--- config.mk ---
export PLATFORM = sky130hd
export DESIGN_NAME = uart_rx_fifo
export DESIGN_NICKNAME = d
export VERILOG_FILES = /design/src/rtl/uart_rx_fifo.sv
export SDC_FILE = /design/constraint.sdc
export NUM_CORES = 1
export LEC_CHECK = 0
export BUFFER_PORTS_ARGS = -buffer_cell sky130_fd_sc_hd__buf_2
export CORE_UTILIZATION = 30
export DETAILED_ROUTE_END_ITERATION = 16
export PLACE_DENSITY = 0.44
export SLEW_MARGIN = 10
export SYNTH_ARGS = -nofsm -noshare
export SYNTH_HDL_FRONTEND = slang
export SYNTH_SLANG_ARGS = --single-unit
export TNS_END_PERCENT = 10
--- constraint.sdc ---
create_clock -name sys_clk -period 3.46 [get_ports sys_clk]
set_input_delay 0.519 -clock sys_clk [delete_from_list [all_inputs] [get_ports sys_clk]]
set_output_delay 0.519 -clock sys_clk [all_outputs]
set_load 0.005 [all_outputs]
--- src/rtl/uart_rx_fifo.sv ---
// uart_rx_fifo: receive-side byte FIFO between a UART receiver and its consumer.
// Circular buffer of DEPTH entries with a registered read port (1-cycle latency)
// and a sticky overrun flag for bytes dropped while full.
// Optional macro UART_RX_FIFO_PERR_EN stores the parity error flag with each
// byte; without it entries are 8 bits wide and rd_perr is tied low.
module uart_rx_fifo #(
  parameter int DEPTH = 16
) (
  input  logic                     sys_clk,
  input  logic                     reset,
  input  logic [7:0]               rx_data,
  input  logic                     rx_data_ready,
  input  logic                     rx_parity_error,
  input  logic                     rd_en,
  output logic [7:0]               rd_data,
  output logic                     rd_perr,
  output logic                     rd_valid,
  output logic                     empty,
  output logic                     full,
  output logic [$clog2(DEPTH):0]   count,
  output logic                     overrun,
  input  logic                     clr_overrun
);

  localparam int AW = $clog2(DEPTH);
  localparam int CW = AW + 1;

`ifdef UART_RX_FIFO_PERR_EN
  localparam int EW = 9;
`else
  localparam int EW = 8;
`endif

  logic [EW-1:0] mem [DEPTH];
  logic [AW-1:0] wr_ptr;
  logic [AW-1:0] rd_ptr;
  logic [EW-1:0] wr_entry;
  logic [EW-1:0] rd_entry;
  logic          wr_accept;
  logic          rd_accept;
  logic          drop;

`ifdef UART_RX_FIFO_PERR_EN
  assign wr_entry = {rx_parity_error, rx_data};
`else
  logic unused_perr;
  assign unused_perr = rx_parity_error;
  assign wr_entry    = rx_data;
  assign rd_perr     = 1'b0;
`endif

  assign empty    = (count == '0);
  assign full     = (count == CW'(DEPTH));
  assign rd_entry = mem[rd_ptr];

  // A read frees a slot on the same edge, so a write into a full FIFO is
  // accepted when a read is accepted alongside it.
  assign rd_accept = rd_en && !empty;
  assign wr_accept = rx_data_ready && (!full || rd_accept);
  assign drop      = rx_data_ready && full && !rd_accept;

  // Storage array; contents are not cleared by reset, the pointers make them stale.
  always_ff @(posedge sys_clk) begin
    if (!reset && wr_accept) begin
      mem[wr_ptr] <= wr_entry;
    end
  end

  // Pointers, occupancy and the sticky overrun flag.
  always_ff @(posedge sys_clk) begin
    if (reset) begin
      wr_ptr  <= '0;
      rd_ptr  <= '0;
      count   <= '0;
      overrun <= 1'b0;
    end else begin
      if (wr_accept) begin
        wr_ptr <= wr_ptr + AW'(1);
      end
      if (rd_accept) begin
        rd_ptr <= rd_ptr + AW'(1);
      end
      case ({wr_accept, rd_accept})
        2'b10:   count <= count + CW'(1);
        2'b01:   count <= count - CW'(1);
        default: count <= count;
      endcase
      if (drop) begin
        overrun <= 1'b1;
      end else if (clr_overrun) begin
        overrun <= 1'b0;
      end
    end
  end

  // Registered read port; rd_data holds its last popped value between reads.
  always_ff @(posedge sys_clk) begin
    if (reset) begin
      rd_data  <= 8'h00;
      rd_valid <= 1'b0;
    end else begin
      rd_valid <= rd_accept;
      if (rd_accept) begin
        rd_data <= rd_entry[7:0];
      end
    end
  end

`ifdef UART_RX_FIFO_PERR_EN
  // Parity flag popped together with its byte.
  always_ff @(posedge sys_clk) begin
    if (reset) begin
      rd_perr <= 1'b0;
    end else if (rd_accept) begin
      rd_perr <= rd_entry[8];
    end
  end
`endif

endmodule

Yosys cells after proc, flatten, opt, wreduce, memory -nomap -nowiden
Memories as Yosys holds them, arrays and structs flattened. A register that Yosys moved wholly into a read port is not among the register bits.
Index checks and enable logic that the tools add are counted.
W data, S select, Z words.
{"block": "totals", "reg_bits": 15, "latch_bits": 0, "ramBits": 128, "romBits": 0, "out_inout_bits": 18, "mem_count": 1}
{"block": "op_classes", "n_addsub": 4, "multipliers": 0, "n_div": 0, "magnitude_cmp": 0, "n_eq_ne": 3, "shift": 0, "muxes": 5, "bitwise_logic": 0, "n_reduce_logical": 13}
{"name": "mem", "words": 16, "width": 8, "rd": 1, "rd_clocked_by_memory_dff": 1, "write_ports": 1, "line": "34", "rtl": "logic [EW-1:0] mem [DEPTH];"}
{"operator": "$pmux W5 S2", "count": 1}
{"operator": "$add A4 B1 Y4 const B", "count": 2}
{"operator": "$add A5 B1 Y5 const B", "count": 1}
{"operator": "$eq A5 B5 Y1 const B", "count": 1}
{"operator": "$logic_and A1 B1 Y1", "count": 5}
{"operator": "$logic_not A5 Y1", "count": 1}
{"operator": "$sub A5 B1 Y5 const B", "count": 1}
{"operator": "$logic_not A1 Y1", "count": 4}
{"operator": "$mux W1", "count": 4}
{"operator": "$reduce_bool A2 Y1", "count": 2}
{"operator": "$eq A2 B1 Y1 const B", "count": 1}
{"operator": "$eq A2 B2 Y1 const B", "count": 1}
{"operator": "$logic_or A1 B1 Y1", "count": 1}

Logic depth before layout (Yosys ltp)
{"block": "depth", "depth_word": 8, "mapped_depth": 11}

Worst setup path before layout
No wires, ideal clock.
{"block": "synth_path", "kind": "register -> register", "start": "register count[0]", "end": "register count[4]", "arrival_time_ns": 2.686, "slack_ns": 0.679, "stages_incl_launch_ff": 11, "path_buffers": 2, "synth_period_minus_slack_ns": 2.781, "cell_sequence": "dfxtp_1 or4_1 buf_6 o21ai_2 buf_4 nor2_1 ha_1 nand2b_1 a21oi_1 mux2_2 a221oi_1"}
{"block": "synth_via", "elab_chain_len": 7, "word_cells_on_any_way": 13, "classes_between": "add/sub: 2; eq/ne: 3; mux: 1; reduce/logical: 7"}
{"item": "start, declared", "line": "20", "rtl": "output logic [$clog2(DEPTH):0] count,"}
{"item": "start signal, assigned", "line": "84", "rtl": "2'b10: count <= count + CW'(1);"}
{"item": "start signal, assigned", "line": "85", "rtl": "2'b01: count <= count - CW'(1);"}
{"item": "start signal, assigned", "line": "86", "rtl": "default: count <= count;"}
{"item": "$logic_not A5 Y1", "line": "52", "rtl": "assign empty = (count == '0);"}
{"item": "$logic_not A1 Y1", "line": "58", "rtl": "assign rd_accept = rd_en && !empty;"}
{"item": "$logic_and A1 B1 Y1", "line": "58"}
{"item": "$logic_or A1 B1 Y1", "line": "59", "rtl": "assign wr_accept = rx_data_ready && (!full || rd_accept);"}
{"item": "$logic_and A1 B1 Y1", "line": "59"}
{"item": "$eq A2 B1 Y1 / $eq A2 B2 Y1 (equally long branches)", "line": "83", "rtl": "case ({wr_accept, rd_accept})"}
{"item": "$pmux W5 S2 / $reduce_bool A2 Y1 (equally long branches)"}
Parallel ways exist; a longest one is shown, timed or not.
A chain may end at the register's enable or synchronous reset.

Final worst setup path
Ends and elaborated chain as after synthesis.

==> out/metrics.csv <==
stage;metric;value;unit
cells_and_area;final_common_cell;edfxtp_1;
timing;setup_viol;0;
global_route;grt_pass1_vias;3378;
global_route;antenna_found_initial;0;
die;die_h;145.4;microns
cells_and_area;layout-drive-gt1-share;0.2274;
global_route;gr-usage-met3;0.03009;
detailed_routing;ant_nets;0;
setup_path;startpoint_type;register;
cells_and_area;final_util;0.3573;
global_route;grt_usage;0.1376;
timing;slew_viol_final;0;
die;num_rows;52;
timing;finalCritPeriodShare;0.7974;
power_and_ir_drop;combPwrFrac;0.195;
cts;cts-root-buf;clkbuf_16;
die;io_pins;32;
cts;insertion_delay;0.41;ns
yosys;synth_compound_area_frac;0.05455;
outcome;status;complete, no violations;
die;die_w;145.4;microns
setup_path;cp-end-kind;register;
place;dp_cells;669;
cells_and_area;num-fill-cells;1950;
cts;cts_num_sinks;151;
yosys;yosys-mux-area-fraction;0.1280;
setup_path;arrival;3.07;ns
detailed_routing;drc_errors;0;
cts;htree_levels;4;
power_and_ir_drop;p_sw;0.001348;W
place;dp_hpwl;8735;microns
cts;cts_setup_buffers;0;
detailed_routing;firstDrtPassIters;4;
global_route;met2_usage;0.2209;
worst_hold_path;min-delay-start;clr_overrun;
yosys;synth_edf_count;128;
cells_and_area;diodes;0;
yosys;avgSynthCellArea;16.24;sq um
timing;final.setup.worst_slack;0.7010;ns
yosys;synth_seq_area_share;0.6976;
yosys;yosys.area_share.simple;0.07057;
global_route;grt.busiest_layer;met2;
worst_hold_path;hold_end;overrun$_SDFFE_PP0P_;
power_and_ir_drop;power_frac_seq;0.438;
detailed_routing;drt_wl_total;13720;microns
cts;cts_tree;built;
power_and_ir_drop;p_leak;2.329;nW
detailed_routing;viasPerCell;4.775;
timing;worst_pin_slew;0.9168;ns
yosys;synth_top_family_by_area;multiplexers;
die;coreArea;0.02017;sq mm
flow_run;cap_viol_max_count;0;
yosys;ys_warn_count;0;
setup_path;r2r_start;count[0]$_SDFFE_PP0P_;
cts;cts_resized;0;
cells_and_area;stdcell_count;701;
detailed_routing;drtIter0Drc;230;
cts;cts_buffers;17;
yosys;synthArstFlopShare;0;
yosys;synthesis.area;0.006170;sq mm
power_and_ir_drop;p_clk_frac;0.367;
worst_hold_path;hold_class;in -> reg;
cells_and_area;area_growth;16.81;%
yosys;synthAdderAreaFrac;0.01947;
power_and_ir_drop;peakVddDrop;0.3602;mV
die;start_util;0.3059;
yosys;synth_xor_area_frac;0.008518;
cts;clock_path_buffers;2;
timing;hold_viol;0;
yosys;syn_inst;380;
power_and_ir_drop;total_power;0.004907;W
global_route;met1_usage;0.1851;
detailed_routing;wl_per_cell;19.57;microns
place;dp_slack;0.5644;ns
place;port_buffers;29;
power_and_ir_drop;power.density;680.9;mW/mm^2
power_and_ir_drop;power.internal;0.003559;W
setup_path;r2r-end;count[4]$_SDFFE_PP0P_;
cts;hold_buffers;0;
worst_hold_path;hold_depth;3;
setup_path;cp_max_fo;6;
cts;clkSlewWorstSetupHoldPaths;0.06;ns
cells_and_area;nNetsFinal;441;
place;gp_congestion;0.7327;
timing;fin_tns_setup;0;ns
timing;finalCriticalPeriod;2.759;ns
detailed_routing;vias;3347;
power_and_ir_drop;switching_share;0.2748;
yosys;synth_nets;403;
yosys;ys_ff_latch;151;
die;dieArea;0.02114;sq mm
yosys;synth_cell_types;51;
setup_path;reg2reg_depth;8;
setup_path;cp.required;3.77;ns
timing;relSlewSlack;0.3866;
setup_path;r2r_slack;0.70;ns
global_route;grt_max_degree;32;
setup_path;crit_type;reg -> reg;
yosys;synth_ff_type;edfxtp_1;
global_route;gr-total-overflow;0;
global_route;grt_pass1_wl;20820;microns
timing;clock_skew;0.007636;ns
timing;rsz0062_at_grt;false;
cells_and_area;mostFrequentLayoutCells;edfxtp_1 (128), nor2_1 (41), mux2i_1 (35);
timing;fmax;362.5;MHz
==> power groups by stage <==
stage	Sequential, W	Combinational (W)	Clock (W)
floorplan	0.00218	0.000684	0
global placement	0.00218	0.000957	0
detailed placement	0.00219	0.000970	0
CTS	0.00215	0.000972	0.00185
global route	0.00216	0.00106	0.00192
finish	0.00215	0.000955	0.00180
==> worst max-delay path, stage by stage (launching register included) <==
cell      delay [ns]
dfxtp_1         0.36
or4_1           0.57
o21ai_2         0.15
nor2_1          0.11
ha_1            0.37
nand2b_1        0.08
a21oi_1         0.37
mux2_2          0.39
a221oi_1        0.27
==> cell type report <==
| class | count | area (sq um) | area share |
|---|---|---|---|
| Clock buffer | 18 | 429.2 | 0.05955 |
| Clock inverter | 14 | 150.1 | 0.02083 |
| Inverter | 7 | 26.28 | 0.003646 |
| Multi-Input combinational cell | 202 | 1738 | 0.2411 |
| Sequential cell | 151 | 4305 | 0.5974 |
| Tap cell | 270 | 337.8 | 0.04688 |
| Timing Repair Buffer | 39 | 220.2 | 0.03056 |
==> logic make-up (layout without fill, tap and decap cells) <==
logic type,Yosys count,count (layout)
xor+xnor,6,6
compound gates,42,42
simple gates,88,88
mux,56,56
other cells,1,1
flops,151,151
fa+ha+maj,9,9
buf+inv,27,78
==> how the worst max path moves through the flow <==
stage | depth (start not counted) | slack (ns) | to | start
after floorplan | 10 | 0.68 | count[4]$_SDFFE_PP0P_ | count[0]$_SDFFE_PP0P_
after global placement | 9 | 0.67 | count[4]$_SDFFE_PP0P_ | rd_en
after detailed placement | 9 | 0.56 | count[4]$_SDFFE_PP0P_ | rd_en
after CTS | 8 | 0.70 | count[4]$_SDFFE_PP0P_ | count[0]$_SDFFE_PP0P_
after global routing | 8 | 0.50 | count[4]$_SDFFE_PP0P_ | count[4]$_SDFFE_PP0P_
final | 8 | 0.70 | count[4]$_SDFFE_PP0P_ | count[0]$_SDFFE_PP0P_
==> metal layers <==
| metal | wire length, microns | up-vias |
|---|---|---|
| li1 | - | 1566 |
| met1 | 6376 | 1717 |
| met2 | 6705 | 57 |
| met3 | 507 | 7 |
| met4 | 129 | 0 |
| met5 | 0 | - |
==> Yosys cell counts, drive strengths merged, types with 2 or more instances <==
master  number  area, sq um
xnor2        2        17.52
a31oi        2        12.51
nor4         8        50.05
and3         2        12.51
nand3        2        10.01
mux2         4        56.30
or3          3        18.77
clkbuf       4        15.01
nand2        7        26.28
mux2i       36        372.9
nand3b       3        22.52
xor2         4        35.03
inv          7        26.27
edfxtp     128         3844
nor2b        3        18.77
ha           8        100.1
mux4        16        360.4
o22ai       16        100.1
o311ai       2        35.04
nor3         8        40.04
nor2        42        165.2
buf         16        86.32
a21oi        4        20.02
dfxtp       23        460.4
a22o         7        61.31
o21ai        2        13.76
nand2b       6        37.54
or3b         2        17.52
==> per-stage QoR <==
stage               instance area (sq um)  hold WS [ns]
finish                               7207        0.3656
global route                         7207        0.3505
CTS                                  7207        0.3455
detailed placement                   6628        0.4655
global placement                     6628        0.4535
floorplan                            6170        0.4615
==> sequential cells by signal, indices dropped and copies added (netlist names) <==
signal,count
count,5
rd_ptr,4
rd_valid,1
rd_data,8
wr_ptr,4
mem,128
overrun,1
Power figures use the tool's default switching activity.
